## config.mk

```make
export PLATFORM = sky130hd
export DESIGN_NAME = hs4p_rx_sync
export DESIGN_NICKNAME = d
export VERILOG_FILES = /design/src/rtl/hs4p_rx_sync.sv
export SDC_FILE = /design/constraint.sdc
export NUM_CORES = 1
export LEC_CHECK = 0
export ABC_AREA = 1
export CAP_MARGIN = 0
export CELL_PAD_IN_SITES_DETAIL_PLACEMENT = 2
export CELL_PAD_IN_SITES_GLOBAL_PLACEMENT = 2
export CORE_MARGIN = 3
export CORE_UTILIZATION = 24
export CTS_CLUSTER_SIZE = 20
export DETAILED_ROUTE_END_ITERATION = 10
export MAX_ROUTING_LAYER = met4
export PLACE_DENSITY_LB_ADDON = 0.1
export SYNTH_ARGS = -nofsm -noshare
export SYNTH_HDL_FRONTEND = slang
export SYNTH_SLANG_ARGS = --single-unit
```

## constraint.sdc

```tcl
create_clock -name clk -period 1.3 [get_ports clk]
set_clock_uncertainty 0.1 [all_clocks]
set_input_delay 0.195 -clock clk [delete_from_list [all_inputs] [get_ports clk]]
set_output_delay 0.195 -clock clk [all_outputs]
set_load 0.005 [all_outputs]
```

## src/rtl/hs4p_rx_sync.sv

```systemverilog
// hs4p_rx_sync: receives words over a 4-phase bundled-data handshake from an
// asynchronous sender and hands them to a synchronous valid/ready consumer.
//
// Ports:
//   clk        - single clock, rising edge active
//   rstn       - asynchronous active-low reset
//   req_in     - 4-phase request from the sender (asynchronous to clk)
//   data_in    - bundled data, stable while req_in is high until ack_out is seen
//   ack_out    - 4-phase acknowledge back to the sender (registered)
//   valid_out  - data_out holds a word the consumer has not taken yet
//   data_out   - captured word (registered)
//   ready_in   - consumer takes the word when valid_out & ready_in at an edge
//   xfer_cnt   - count of completed captures, wraps 255 -> 0
//
// Build option: define HS4P_RX_SYNC3_EN for a 3-flop req_in synchronizer
// (every handshake latency grows by one cycle). The default is 2 flops.
module hs4p_rx_sync #(
  parameter int DATA_BITS = 8
) (
  input  logic                 clk,
  input  logic                 rstn,
  input  logic                 req_in,
  input  logic [DATA_BITS-1:0] data_in,
  output logic                 ack_out,
  output logic                 valid_out,
  output logic [DATA_BITS-1:0] data_out,
  input  logic                 ready_in,
  output logic [7:0]           xfer_cnt
);

`ifdef HS4P_RX_SYNC3_EN
  localparam int SYNC_N = 3;
`else
  localparam int SYNC_N = 2;
`endif

  typedef enum logic {IDLE = 1'b0, ACKED = 1'b1} state_t;

  logic [SYNC_N-1:0] sync_pipe;
  logic              req_s;
  state_t            state, state_nxt;
  logic              capture;
  logic              consume;

  // req_in is asynchronous; nothing but the last synchronizer stage is used.
  always_ff @(posedge clk or negedge rstn) begin
    if (!rstn) sync_pipe <= '0;
    else       sync_pipe <= {sync_pipe[SYNC_N-2:0], req_in};
  end

  assign req_s   = sync_pipe[SYNC_N-1];
  assign consume = valid_out & ready_in;

  always_ff @(posedge clk or negedge rstn) begin
    if (!rstn) state <= IDLE;
    else       state <= state_nxt;
  end

  // A capture only happens on the IDLE->ACKED step, and ACKED is only left
  // once req_s drops, so one request high phase yields exactly one word.
  // The capture may overwrite data_out only if it is empty or being consumed
  // at the same edge; otherwise the sender is stalled by withholding ack.
  always_comb begin
    state_nxt = state;
    capture   = 1'b0;
    case (state)
      IDLE: begin
        if (req_s && (!valid_out || ready_in)) begin
          capture   = 1'b1;
          state_nxt = ACKED;
        end
      end
      ACKED: begin
        if (!req_s) state_nxt = IDLE;
      end
    endcase
  end

  // ack_out comes straight from the state flop, so it is glitch-free and
  // drops the moment reset asserts.
  assign ack_out = (state == ACKED);

  always_ff @(posedge clk or negedge rstn) begin
    if (!rstn) begin
      valid_out <= 1'b0;
      data_out  <= '0;
      xfer_cnt  <= '0;
    end else if (capture) begin
      // Covers a simultaneous consume too: valid stays up with the new word.
      valid_out <= 1'b1;
      data_out  <= data_in;
      xfer_cnt  <= xfer_cnt + 8'd1;
    end else if (consume) begin
      valid_out <= 1'b0;
    end
  end

endmodule

```

==> results of run 1 <==
==> cells in the mapped netlist <==
library cell  number
nand2_1           48
dfrtp_1           20
inv_1             10
nand3_1            5
nand4_1            3
o21ai_0            3
nor2_1             2
buf_2              1
buf_6              1
ha_1               1
inv_2              1
nand2_2            1
nand3b_1           1
nor2_2             1
nor2_4             1
xnor2_1            1
xor2_1             1
==> worst max-delay path: stages, from the launching register on <==
cell	delay, ns
dfrtp_1	0.42
buf_6	0.13
clkinv_4	0.05
buf_4	0.11
nand3_4	0.13
clkbuf_16	0.19
nand2_1	0.05
nand2_1	0.07
==> final timing paths <==
kind | from | to | slack, ns | depth (start not counted)
max | ack_out | data_out[5] | -0.07 | 7
min | rstn | xfer_cnt[7] | 0.13 | 2
max reg2reg | ack_out | data_out[5] | -0.07 | 7
min reg2reg | sync_pipe[0] | sync_pipe[1] | 0.28 | 0
max in group asynchronous | rstn | data_out[5] | 0.75 | 2
min in group clk | req_in | sync_pipe[0] | 0.22 | 1
==> cell type report <==
cell class                      count  area, um2  share of cell area, %
Timing Repair Buffer               56      559.3                  34.60
Multi-Input combinational cell     68      430.4                  26.63
Tap cell                           46      57.56                  3.560
Inverter                           11      46.29                  2.864
Sequential cell                    20      500.5                  30.96
Clock buffer                        3      22.52                  1.393
==> state kept, by name, indices dropped and copies added (netlist names) <==
signal and count:
data_out 8, xfer_cnt 8, sync_pipe 2, ack_out 1, valid_out 1
==> timing repair <==
| action | in CTS | in global routing |
|---|---|---|
| setup endpoints to repair | 19 | 29 |
| gates cloned | 0 | 2 |
| buffers inserted | 12 | 8 |
| resized for setup | 22 | 48 |
| pin swaps | 2 | 9 |
==> power by group through the flow <==
stage          Sequential, uW  Clock [uW]  Combinational, uW
2_1_floorplan             923           0                267
3_3_place_gp              914           0                755
3_5_place_dp              917           0                789
4_1_cts                   856         317                871
5_1_grt                   902         348               1330
6_report                  874         308               1190
==> layer usage <==
layer  track usage (%)  up-vias  share of wire (%)
met5                 -        -                  0
met4             3.807        0               0.76
met3             2.041        2                2.7
met2             23.90       16                 58
met1             13.45      444                 38
li1                  -      424                  -
==> through the flow <==
stage,hold WS (ns),cell area (um2),instances,total power (uW)
detailed placement,0.2449,1247,179,1706
global route,0.1186,1617,204,2576
CTS,0.1319,1361,194,2044
finish,0.1330,1617,204,2375
floorplan,-0.2006,865.8,101,1190
global placement,0.2322,1247,179,1669
==> cells by family after synthesis <==
logic type | count (synthesis) | share of synthesized area (%)
xor gates and xnor gates | 2 | 2.023
AOI/OAI and AO/OA | 3 | 1.734
buffers and inverters | 13 | 6.647
adders and majority gates | 1 | 1.445
and+or+nand+nor | 62 | 30.35
DFF | 20 | 57.80
==> flow_metrics.env, run 1 <==
export IMPL_firstDrtPassIters=2
export IMPL_cts_root_buffer="clkbuf_4"
export IMPL_ys_top_cells_by_area="dfrtp_1, nand2_1, inv_1"
export IMPL_ctsHoldBuffers=0
export IMPL_power_density_nw_per_um2=1469
export IMPL_synthesis_area_um2=865.8
export IMPL_layout_min_cycle_time_ns=1.369
export IMPL_initial_core_util_pct=25.35
export IMPL_netlist_instances=101
export IMPL_cts_tree="done"
export IMPL_cts_path_max_buffers=2
export IMPL_fmax_mhz=730.3
export IMPL_via_per_inst=4.343
export IMPL_rsz0062_at_grt="true"
export IMPL_comb_power_share_pct=50.2
export IMPL_antenna_found_initial=0
export IMPL_worstHoldPathType="input port to asynchronous set/reset pin"
export IMPL_status="finished with violations"
export IMPL_worst_skew_pair_late_latency_ns=0.30
export IMPL_violations="setup timing"
export IMPL_fillers=376
export IMPL_numCtsBuffers=3
export IMPL_track_usage_pct=12.66
export IMPL_syn_num_nets=114
export IMPL_cap_violations=0
export IMPL_relSlewSlack_pct=81.43
export IMPL_synth_top_area_cell="dfrtp_1"
export IMPL_cp_max_fo=7
export IMPL_area_growth_pct=86.71
export IMPL_fp_dieH_um=66.07
export IMPL_worstPathArrival_ns=1.46
export IMPL_cp_data_required_time_ns=1.39
export IMPL_finalHoldViolations=0
export IMPL_pin_count=30
export IMPL_grt_max_degree=21
export IMPL_layout_commonest_cell="nand2_1"
export IMPL_drv_slew=0
export IMPL_yosysUniqueCellTypes=17
export IMPL_cts_sinks=20
export IMPL_drc_errors=0
export IMPL_p_seq_share_pct=36.8
export IMPL_antennaDiodeCount=0
export IMPL_timing_final_crit_share_pct=105.3
export IMPL_p_leak_uw=0.0008320
export IMPL_drtAntennaViolNets=0
export IMPL_dpl_hpwl_mm=1.797
export IMPL_fp_dieArea_um2=4365
export IMPL_grt_pass1_vias=886
export IMPL_p_sw_uw=845.7
export IMPL_dp_worst_setup_slack_ns=-0.2444
export IMPL_core_area_um2=3416
export IMPL_via_count=886
export IMPL_crit_path_end_kind="flop"
export IMPL_setup_ws_ns=-0.06936
export IMPL_clk_pin_slew_ns=0.12
export IMPL_drive_above_1_share_pct=36.71
export IMPL_vdd_drop_max_v=0.0005833
export IMPL_htree_num_levels=1
export IMPL_final_cell_mix="nand2_1, dfrtp_1, buf_4"
export IMPL_switching_share_pct=35.60
export IMPL_clkPwrFrac_pct=13.0
export IMPL_io_buffer_count=29
export IMPL_p_int_uw=1530
export IMPL_die_x_um=66.07
export IMPL_row_count=21
export IMPL_crit_type="flop to flop"
export IMPL_grt_pass1_wl_mm=4.126
export IMPL_yosys_warnings=0
export IMPL_nets=173
export IMPL_finalSetupTns_ns=-0.3794
export IMPL_worstSetupStartpointType="flop"
export IMPL_synth_top_cell_area_share_pct=57.80
export IMPL_synth_area_per_cell_um2=8.573
export IMPL_grt_ovfl_total=0
export IMPL_wl_mm=3.143
export IMPL_worst_pin_slew_ns=0.2786
export IMPL_synth_seq_area_share_pct=57.80
export IMPL_gp_congestion=0.6758
export IMPL_final_util_pct=47.33
export IMPL_ys_ff_latch=20
export IMPL_setup_violations_final=14
export IMPL_wire_per_inst_um=15.41
export IMPL_drt_iter0_markers=8
Power figures use the tool's default switching activity.
==> run 2, diff against run 1 <==
--- a/config.mk
+++ b/config.mk
@@ -6,15 +6,14 @@
 export NUM_CORES = 1
 export LEC_CHECK = 0
 export ABC_AREA = 1
-export CAP_MARGIN = 0
 export CELL_PAD_IN_SITES_DETAIL_PLACEMENT = 2
 export CELL_PAD_IN_SITES_GLOBAL_PLACEMENT = 2
 export CORE_MARGIN = 3
-export CORE_UTILIZATION = 24
+export CORE_UTILIZATION = 26
 export CTS_CLUSTER_SIZE = 20
 export DETAILED_ROUTE_END_ITERATION = 10
 export MAX_ROUTING_LAYER = met4
-export PLACE_DENSITY_LB_ADDON = 0.1
+export PLACE_DENSITY = 0.92
 export SYNTH_ARGS = -nofsm -noshare
 export SYNTH_HDL_FRONTEND = slang
 export SYNTH_SLANG_ARGS = --single-unit
==> constraint.sdc (replaced) <==
create_clock -name clk -period 1.6 [get_ports clk]
set_clock_uncertainty 0.1 [all_clocks]
set_input_delay 0.24 -clock clk [delete_from_list [all_inputs] [get_ports clk]]
set_output_delay 0.24 -clock clk [all_outputs]
set_load 0.005 [all_outputs]
==> run 2 against run 1 <==
The flow now finishes without violations; global-route usage grew 1.0 points; power shrank 27%; sequential cell count is the same; register-to-register slack improved by 0.25 ns; design area shrank 17%; sequential power is 19% lower; utilization shrank 4.1 points; critical endpoint is now xfer_cnt[6].
==> flow_metrics.env, run 2 (synthesis results as in run 1) <==
export IMPL_status="finished clean"
export IMPL_p_int_uw=1183
export IMPL_gp_congestion=0.7928
export IMPL_antenna_found_initial=0
export IMPL_grt_pass1_vias=956
export IMPL_die_x_um=63.71
export IMPL_worstPathArrival_ns=1.21
export IMPL_met1_length_mm=1.081
export IMPL_dpl_hpwl_mm=1.818
export IMPL_setup_ws_ns=0.04921
export IMPL_row_count=20
export IMPL_p_total_uw=1729
export IMPL_final_cell_mix="nand2_1, clkdlybuf4s50_1, dfrtp_1"
export IMPL_via_count=820
export IMPL_drc_errors=0
export IMPL_cap_violations=0
export IMPL_regToRegStartpoint="xfer_cnt[1]"
export IMPL_grt_ovfl_total=0
export IMPL_clk_pin_slew_ns=0.12
export IMPL_fillers=379
export IMPL_numCtsBuffers=3
export IMPL_worstSetupStartpointType="flop"
export IMPL_path_cells="clkdlybuf4s50_1"
export IMPL_drtAntennaViolNets=0
export IMPL_wire_per_inst_um=13.14
export IMPL_cp_top_family="buffers and inverters"
export IMPL_dp_worst_setup_slack_ns=0.04801
export IMPL_power_density_nw_per_um2=1289
export IMPL_initial_core_util_pct=27.90
export IMPL_cp_data_required_time_ns=1.26
export IMPL_p_sw_uw=546.2
export IMPL_fp_dieH_um=63.71
export IMPL_timing_final_crit_share_pct=96.92
export IMPL_antennaDiodeCount=0
export IMPL_cts_sinks=20
export IMPL_cp_slowest_cell="clkdlybuf4s50_1"
export IMPL_worst_skew_pair_late_latency_ns=0.30
export IMPL_core_area_um2=3103
export IMPL_fp_dieArea_um2=4058
export IMPL_crit_path_end_kind="primary output"
export IMPL_clkPwrFrac_pct=17.0
export IMPL_drt_iter0_markers=18
export IMPL_p_leak_uw=0.0006972
export IMPL_grt_max_degree=21
export IMPL_cts_tree="done"
export IMPL_pin_count=30
export IMPL_drv_slew=0
export IMPL_cts_path_max_buffers=2
export IMPL_p_seq_share_pct=41.1
export IMPL_io_buffer_count=29
export IMPL_layout_commonest_cell="nand2_1"
export IMPL_worst_pin_slew_ns=0.3052
export IMPL_cp_max_fo=4
export IMPL_fmax_mhz=644.8
export IMPL_regToRegSetupSlack_ns=0.18
export IMPL_worst_path_largest_cell_delay_ns=0.52
export IMPL_cts_root_buffer="clkbuf_4"
export IMPL_layout_min_cycle_time_ns=1.551
export IMPL_regToRegEndpoint="xfer_cnt[6]"
export IMPL_nets=160
export IMPL_setup_violations_final=0
export IMPL_wl_met3_um=108
export IMPL_reg2reg_depth=8
export IMPL_via_per_inst=4.316
export IMPL_largestRegisters="data_out (8), xfer_cnt (8), sync_pipe (2)"
export IMPL_wl_mm=2.496
export IMPL_track_usage_pct=13.71
export IMPL_switching_share_pct=31.58
export IMPL_firstDrtPassIters=4
export IMPL_relSlewSlack_pct=79.60
export IMPL_dr_wl_met2_mm=1.305
export IMPL_grt_pass1_wl_mm=4.271
export IMPL_maxUsedRoutingLayer="met3"
export IMPL_crit_type="flop to primary output"
export IMPL_cp_num_buf_inv=1
export IMPL_drive_above_1_share_pct=15.07
export IMPL_area_growth_pct=54.91
export IMPL_htree_num_levels=1
export IMPL_comb_power_share_pct=41.9
export IMPL_worstHoldPathType="input port to asynchronous set/reset pin"
export IMPL_vdd_drop_max_v=0.0004903
export IMPL_finalHoldViolations=0
-- run 2: cell types whose count changed in the layout (fill, tap and decap cells not counted), moves of 5 or more --
cell and delta:
clkdlybuf4s50_1 +16, nand2_1 +16, clkdlybuf4s15_1 -11, nand2_2 -10, dlygate4sd2_1 -7, buf_4 -6, nand2_4 -6, nand3_1 +5
-- run 2: per-layer routing --
layer	track usage [%]	vias to the layer above
li1	-	395
met3	1.961	0
met1	15.58	401
met5	-	-
met4	4.043	0
met2	24.77	24
-- run 2: worst max path at each step --
stage	start	end	slack, ns	depth (start not counted)
final	xfer_cnt[6]	xfer_cnt[6]	0.05	1
after global routing	xfer_cnt[1]	xfer_cnt[1]	-0.004	1
after CTS	xfer_cnt[6]	xfer_cnt[6]	0.02	1
after detailed placement	ready_in	data_out[7]	0.05	6
after global placement	ready_in	data_out[3]	0.08	6
after floorplan	xfer_cnt[0]	xfer_cnt[6]	0.46	6
-- run 2: timing repair --
item,4_1_cts,5_1_grt
setup buffers,5,4
gates cloned,0,0
hold buffers,0,0
resized for setup,0,2
endpoints found under the setup margin,5,5
-- run 2: per-stage QoR --
step	std cells	setup TNS [ns]	util [%]	hold WS [ns]	cell area (um2)
2_1_floorplan	101	0	-	-0.1556	865.8
3_3_place_gp	177	0	39.72	0.2321	1232
3_5_place_dp	177	0	39.72	0.2646	1232
4_1_cts	186	0	42.10	0.1722	1306
5_1_grt	190	-0.003830	43.23	0.1924	1341
6_report	190	0	43.23	0.1822	1341
-- run 2: cell type report --
type / count / area [um2] / share of cell area [%]
Sequential cell: 20 / 500.5 / 37.31
Tap cell: 44 / 55.05 / 4.104
Inverter: 11 / 41.29 / 3.078
Multi-Input combinational cell: 68 / 307.8 / 22.95
Clock buffer: 4 / 36.28 / 2.705
Timing Repair Buffer: 43 / 400.4 / 29.85
-- run 2: power by group through the flow --
| stage | Combinational [uW] | Sequential, uW | Clock [uW] |
|---|---|---|---|
| floorplan | 217 | 750 | 0 |
| global placement | 574 | 748 | 0 |
| detailed placement | 604 | 755 | 0 |
| CTS | 719 | 711 | 309 |
| global route | 811 | 733 | 331 |
| finish | 725 | 710 | 294 |
==> run 3, diff against run 2 <==
--- a/config.mk
+++ b/config.mk
@@ -12,7 +12,6 @@
 export CORE_UTILIZATION = 26
 export CTS_CLUSTER_SIZE = 20
 export DETAILED_ROUTE_END_ITERATION = 10
-export MAX_ROUTING_LAYER = met4
 export PLACE_DENSITY = 0.92
 export SYNTH_ARGS = -nofsm -noshare
 export SYNTH_HDL_FRONTEND = slang
==> run 3 against run 2 <==
Sequential power about the same; register-to-register slack hardly changed; critical endpoint unchanged; clock-buffer cell count stayed put; critical path depth is the same; sequential cell count unchanged; first-iteration DRC count rose by 17%; worst hold slack improved by 0.0084 ns.
==> flow_metrics.env, run 3 (synthesis results as in run 1) <==
export IMPL_final_util_pct=43.23
export IMPL_cts_root_buffer="clkbuf_4"
export IMPL_p_leak_uw=0.0006972
export IMPL_pin_count=30
export IMPL_track_usage_pct=13.34
export IMPL_path_cells="clkdlybuf4s50_1"
export IMPL_cap_violations=0
export IMPL_grt_max_degree=21
export IMPL_via_per_inst=4.311
export IMPL_dp_cells=177
export IMPL_largestRegisters="data_out (8), xfer_cnt (8), sync_pipe (2)"
export IMPL_drc_errors=0
export IMPL_htree_num_levels=1
export IMPL_area_growth_pct=54.91
export IMPL_die_x_um=63.71
export IMPL_power_density_nw_per_um2=1288
export IMPL_final_cells=190
export IMPL_cts_sinks=20
export IMPL_clk_pin_slew_ns=0.11
export IMPL_worstPathArrival_ns=1.21
export IMPL_fmax_mhz=644.9
export IMPL_grt_ovfl_total=0
export IMPL_worstSetupStartpointType="flop"
export IMPL_relSlewSlack_pct=79.56
export IMPL_firstDrtPassIters=4
export IMPL_drtAntennaViolNets=0
export IMPL_worst_path_largest_cell_delay_ns=0.52
export IMPL_timing_final_crit_share_pct=96.92
export IMPL_worst_pin_slew_ns=0.3059
export IMPL_io_buffer_count=29
export IMPL_row_count=20
export IMPL_layout_commonest_cell="nand2_1"
export IMPL_wl_mm=2.493
export IMPL_layout_min_cycle_time_ns=1.551
export IMPL_dpl_hpwl_mm=1.818
export IMPL_worstHoldPathType="input port to asynchronous set/reset pin"
export IMPL_cp_max_fo=4
export IMPL_grt_pass1_vias=956
export IMPL_drive_above_1_share_pct=15.07
export IMPL_fp_dieArea_um2=4058
export IMPL_drv_slew=0
export IMPL_whs_ns=0.1906
export IMPL_cp_slowest_cell="clkdlybuf4s50_1"
export IMPL_cp_data_required_time_ns=1.26
export IMPL_cts_path_max_buffers=2
export IMPL_initial_core_util_pct=27.90
export IMPL_antenna_found_initial=0
export IMPL_core_area_um2=3103
export IMPL_ctsHoldBuffers=0
export IMPL_setup_violations_final=0
export IMPL_finalHoldViolations=0
export IMPL_cp_num_buf_inv=1
export IMPL_worst_skew_pair_late_latency_ns=0.30
export IMPL_wire_per_inst_um=13.12
export IMPL_cp_top_family="buffers and inverters"
export IMPL_vdd_drop_max_v=0.0004905
export IMPL_fp_dieH_um=63.71
export IMPL_fillers=379
export IMPL_crit_type="flop to primary output"
export IMPL_final_cell_mix="nand2_1, clkdlybuf4s50_1, dfrtp_1"
export IMPL_status="finished clean"
export IMPL_gp_congestion=0.7821
export IMPL_drt_iter0_markers=21
export IMPL_antennaDiodeCount=0
export IMPL_via_count=819
export IMPL_crit_path_end_kind="primary output"
export IMPL_numCtsBuffers=3
export IMPL_nets=160
export IMPL_grt_pass1_wl_mm=4.271
export IMPL_cts_tree="done"
run 3: cell counts in the layout (fill, tap and decap cells not counted):
Identical to the previous run, type by type.
run 3: final timing paths:
kind,start,endpoint,slack (ns),cells past startpoint
min,rstn,xfer_cnt[1],0.19,2
min in group clk,req_in,sync_pipe[0],0.27,1
max in group asynchronous,rstn,data_out[2],0.99,2
min reg2reg,sync_pipe[0],sync_pipe[1],0.28,0
max reg2reg,xfer_cnt[1],xfer_cnt[6],0.18,8
max,xfer_cnt[6],xfer_cnt[6],0.05,1
run 3: metrics by stage:
stage / setup WS (ns) / total power [uW] / setup TNS, ns / area, um2
finish: 0.04936 / 1728 / 0 / 1341
global route: -0.003523 / 1875 / -0.003830 / 1341
CTS: 0.01672 / 1739 / 0 / 1306
detailed placement: 0.04801 / 1359 / 0 / 1232
global placement: 0.08162 / 1322 / 0 / 1232
floorplan: 0.4605 / 966.8 / 0 / 865.8
run 3: layer usage:
| metal | track usage (%) | wire length (um) | vias up |
|---|---|---|---|
| li1 | - | - | 395 |
| met1 | 15.47 | 1102 | 400 |
| met2 | 24.77 | 1275 | 24 |
| met3 | 2.139 | 115 | 0 |
| met4 | 4.043 | 0 | 0 |
| met5 | 0 | 0 | - |
run 3: repair_timing:
item / 4_1_cts / 5_1_grt
endpoints found under the setup margin: 5 / 5
pin swaps: 0 / 0
gates resized for setup: 0 / 2
hold endpoints to repair: 0 / 0
setup buffers: 5 / 4
run 3: cell type report:
type                    instances  area (um2)  area share [%]
clock buffers                   4       36.28           2.705
inverters                      11       41.29           3.078
multi-input cells              68       307.8           22.95
flip-flops and latches         20       500.5           37.31
well taps                      44       55.05           4.104
repair buffers                 43       400.4           29.85
run 3: power breakdown:
part | internal [uW] | switching (uW) | leakage [uW] | total (uW)
clock network | 139 | 153 | 0.0000210 | 291
logic | 414 | 312 | 0.000424 | 726
registers | 630 | 79.7 | 0.000252 | 710
==> edit 1: new RTL, flow settings as in run 3 <==
Put one more register stage on the output `xfer_cnt`, with the module's reset. The value now appears one clock later. The other outputs are not delayed to match.
--- a/src/rtl/hs4p_rx_sync.sv
+++ b/src/rtl/hs4p_rx_sync.sv
@@ -35,6 +35,8 @@
 `endif
 
   typedef enum logic {IDLE = 1'b0, ACKED = 1'b1} state_t;
+
+  logic [7:0] xfer_cnt_s0;
 
   logic [SYNC_N-1:0] sync_pipe;
   logic              req_s;
@@ -84,16 +86,24 @@
     if (!rstn) begin
       valid_out <= 1'b0;
       data_out  <= '0;
-      xfer_cnt  <= '0;
+      xfer_cnt_s0 <= '0;
     end else if (capture) begin
       // Covers a simultaneous consume too: valid stays up with the new word.
       valid_out <= 1'b1;
       data_out  <= data_in;
-      xfer_cnt  <= xfer_cnt + 8'd1;
+      xfer_cnt_s0 <= xfer_cnt_s0 + 8'd1;
     end else if (consume) begin
       valid_out <= 1'b0;
     end
   end
 
+  always_ff @(posedge clk or negedge rstn) begin
+    if (!rstn) begin
+      xfer_cnt <= '0;
+    end else begin
+      xfer_cnt <= xfer_cnt_s0;
+    end
+  end
+
 endmodule
 
Formal check against the unedited RTL: not equivalent (Yosys sat finds a counterexample within 4 cycles, from zero or initial values and one cycle with rstn low).
==> edit 1 against run 3 <==
Area after synthesis rose by 22%. Cell area increased by 9.0%. Critical endpoint is now data_out[6]. Register-to-register slack gained 0.06 ns. Total power rose by 14%. Sequential cell count is 8 higher. Routed wire length grew 6.2%. Setup slack better by 0.040 ns. Global-route usage shrank 0.89 points.
==> edit 1: results (changes against run 3) <==
[outcome]
status = complete, no violations  ; unchanged

[clocking]
clk_latency_ns = 0.27  ; was 0.30 ns
cts_root_buf = clkbuf_8  ; was clkbuf_4

[setup_path]
worstPathMaxFanout = 2  ; was 4
startpoint = data_out[6]$_DFFE_PN0P_  ; was xfer_cnt[6]$_DFFE_PN0P_
r2r-end = xfer_cnt_s0[6]$_DFFE_PN0P_  ; was xfer_cnt[6]$_DFFE_PN0P_
timing.rr.start = xfer_cnt_s0[1]$_DFFE_PN0P_  ; was xfer_cnt[1]$_DFFE_PN0P_
rr_worst_depth = 6  ; was 8
worst-r2r-setup-slack_ns = 0.24  ; was 0.18 ns
crit_end = data_out[6]  ; was xfer_cnt[6]
cp_data_arrival_time_ns = 1.17  ; was 1.21 ns

[detailed_routing]
wl_per_cell_um = 14.2  ; was 13.1 um
drt-initial-drc-count = 33  ; was 21
via_per_inst = 4.39  ; was 4.31

[sta]
holdWs_ns = 0.230  ; was 0.191 ns
clock.fmax_mhz = 662  ; was 645 MHz

[place]
dp_hpwl_mm = 2.02  ; was 1.82 mm
place_inst = 183  ; was 177
gp_congestion = 0.727  ; was 0.782
io_buffers = 29  ; unchanged
dpl-instance-area_sq_um = 1420  ; was 1230 sq um

[finish]
drive_gt1_share_pct = 7.25  ; was 15.1%
layoutNonFillerInstCount = 186  ; was 190
nets = 153  ; was 160

[grt]
grt_use_total_pct = 12.5  ; was 13.3%
grt_max_degree = 29  ; was 21
grt_pass1_vias = 996  ; was 956
grt_first_pass_wirelength_mm = 4.83  ; was 4.27 mm

[pwr]
worst_ir_drop_vdd_mv = 0.374  ; was 0.491 mV
p_sw_uw = 578  ; was 545 uW
leakagePower_nw = 0.722  ; was 0.697 nW

[logic_synthesis]
synth-compound-area-share_pct = 1.42  ; was 1.73%
synth_cell_type_count = 16  ; was 17
synthXorXnorAreaFrac_pct = 1.66  ; was 2.02%
synthTopCellsByArea = dfrtp_1 66%, nand2_1 15%, inv_1 3.6%  ; was dfrtp_1 58%, nand2_1 21%, inv_1 4.3%
synthesis.area_per_instance_sq_um = 10.2  ; was 8.57 sq um
synth_nets = 117  ; was 114
synth_fa_ha_area_share_pct = 1.18  ; was 1.45%

## edit 1: cell count changes in the layout (fill, tap and decap cells not counted), moves of 2 or more
cell and delta:
dlymetal6s2s_1 -2, clkdlybuf4s50_1 +2, clkbuf_4 -3, nand2_1 -5, dfrtp_1 +8, buf_4 -10, clkbuf_8 +2
## edit 1: cell families (layout without fill, tap and decap cells)
logic type / Yosys count / in the layout
flops: 28 / 28
compound gates: 3 / 3
simple gates: 58 / 58
xor+xnor: 2 / 2
buf+inv: 12 / 46
fa+ha+maj: 1 / 1
## edit 1: routing by layer
metal  part of all wire, %  vias to the layer above  wire length [um]  track usage (%)
met4                   1.8                        0                47             5.11
met2                    51                       28              1360             21.8
li1                      -                      387                 -                -
met1                    42                      398              1110             15.0
met5                     0                        -                 0                0
met3                   4.6                        4               121             2.17
## edit 1: worst min-delay path by stage
| stage | start | end |
|---|---|---|
| finish | rstn | data_out[0]$_DFFE_PN0P_ |
| global route | rstn | data_out[0]$_DFFE_PN0P_ |
| CTS | rstn | data_out[3]$_DFFE_PN0P_ |
| detailed placement | sync_pipe[0]$_DFF_PN0_ | sync_pipe[1]$_DFF_PN0_ |
| global placement | sync_pipe[0]$_DFF_PN0_ | sync_pipe[1]$_DFF_PN0_ |
| floorplan | rstn | ack_out$_DFF_PN0_ |
## edit 1: layout make-up
| cell class | instances | area, sq um |
|---|---|---|
| inverters | 10 | 37.5 |
| flip-flops and latches | 28 | 701 |
| well taps | 48 | 60.1 |
| multi-input cells | 64 | 302 |
| clock buffers | 3 | 41.3 |
| repair buffers | 33 | 320 |
| fillers | 420 | 2340 |
## edit 1: power by group through the flow
stage,registers (mW),clock network (mW),logic [mW]
after CTS,1.04,0.392,0.584
after global routing,1.07,0.415,0.640
after floorplan,1.03,0,0.204
after global placement,1.04,0,0.547
after detailed placement,1.05,0,0.574
final,1.04,0.377,0.565
==> edit 2: new RTL, flow settings as in run 3 <==
Made on the original files. Build with the macro `HS4P_RX_SYNC3_EN` defined.
--- a/src/rtl/hs4p_rx_sync.sv
+++ b/src/rtl/hs4p_rx_sync.sv
@@ -14,6 +14,8 @@
 //
 // Build option: define HS4P_RX_SYNC3_EN for a 3-flop req_in synchronizer
 // (every handshake latency grows by one cycle). The default is 2 flops.
+`define HS4P_RX_SYNC3_EN
+
 module hs4p_rx_sync #(
   parameter int DATA_BITS = 8
 ) (
Formal check against the unedited RTL: not equivalent (Yosys sat finds a counterexample within 4 cycles, from zero or initial values and one cycle with rstn low).
==> edit 2 against run 3 <==
Cell area is 1.1% higher. Total power is 4.2% lower. Worst hold slack worse by 0.023 ns. Routed wire length is 1.0% higher. Fmax is 2.3% higher. Area after synthesis is 2.9% higher. Combinational power is 9.8% lower. Setup slack better by 0.034 ns. Sequential cell count is 1 higher. Largest cell class unchanged. Largest power group is now registers.
==> edit 2: results (changes against run 3) <==
[outcome]
status = complete, no violations  ; unchanged

[clocking]
cts_setup_buffers = 6  ; was 5
cts_resized = 3  ; was 0

[pwr]
seqPwrFrac_pct = 45.0  ; was 41.1%
p_sw_share_pct = 32.5  ; was 31.5%
comb_power_uw = 655  ; was 726 uW

[sta]
finalCriticalPeriod_ns = 1.52  ; was 1.55 ns

[logic_synthesis]
synthXorXnorAreaFrac_pct = 1.97  ; was 2.02%
synthTopCellsByArea = dfrtp_1 59%, nand2_1 20%, inv_1 4.2%  ; was dfrtp_1 58%, nand2_1 21%, inv_1 4.3%
synth-compound-area-share_pct = 1.69  ; was 1.73%
synth_fa_ha_area_share_pct = 1.40  ; was 1.45%

[finish]
drive_gt1_share_pct = 14.0  ; was 15.1%
nets = 157  ; was 160
n_fill_cell = 364  ; was 379

[setup_path]
startpoint = xfer_cnt[0]$_DFFE_PN0P_  ; was xfer_cnt[6]$_DFFE_PN0P_
r2r-end = data_out[6]$_DFFE_PN0P_  ; was xfer_cnt[6]$_DFFE_PN0P_
rr_worst_depth = 7  ; was 8
slowest_delay_ns = 0.50  ; was 0.52 ns
crit_end = xfer_cnt[0]  ; was xfer_cnt[6]

[grt]
grt_max_degree = 22  ; was 21
met1_usage_pct = 17.0  ; was 15.5%
grt_use_total_pct = 14.1  ; was 13.3%
use_met2_pct = 25.3  ; was 24.8%

[place]
dp_hpwl_mm = 1.90  ; was 1.82 mm
dpl-instance-area_sq_um = 1240  ; was 1230 sq um
dp_slack_ns = -0.00688  ; was 0.0480 ns

[detailed_routing]
drt-initial-drc-count = 25  ; was 21
vias = 816  ; was 819

edit 2: layout make-up:
class / instances / area, sq um / area share [%]
multi-input cells: 68 / 308 / 22.7
repair buffers: 39 / 397 / 29.2
well taps: 44 / 55.1 / 4.06
clock inverters: 1 / 5.00 / 0.369
inverters: 11 / 41.3 / 3.04
flip-flops and latches: 21 / 528 / 38.9
clock buffers: 3 / 22.5 / 1.66
edit 2: stage by stage:
| stage | cells | hold WS (ns) | TNS [ns] |
|---|---|---|---|
| 6_report | 187 | 0.168 | 0 |
| 5_1_grt | 187 | 0.168 | 0 |
| 4_1_cts | 186 | 0.164 | 0 |
| 3_5_place_dp | 176 | 0.247 | -0.00929 |
| 3_3_place_gp | 176 | 0.232 | 0 |
| 2_1_floorplan | 102 | -0.156 | 0 |
edit 2: per-layer routing:
metal,wire length (um),share of wire (%)
met4,35,1.4
met2,1340,53
met3,119,4.7
met5,0,0
met1,1020,40
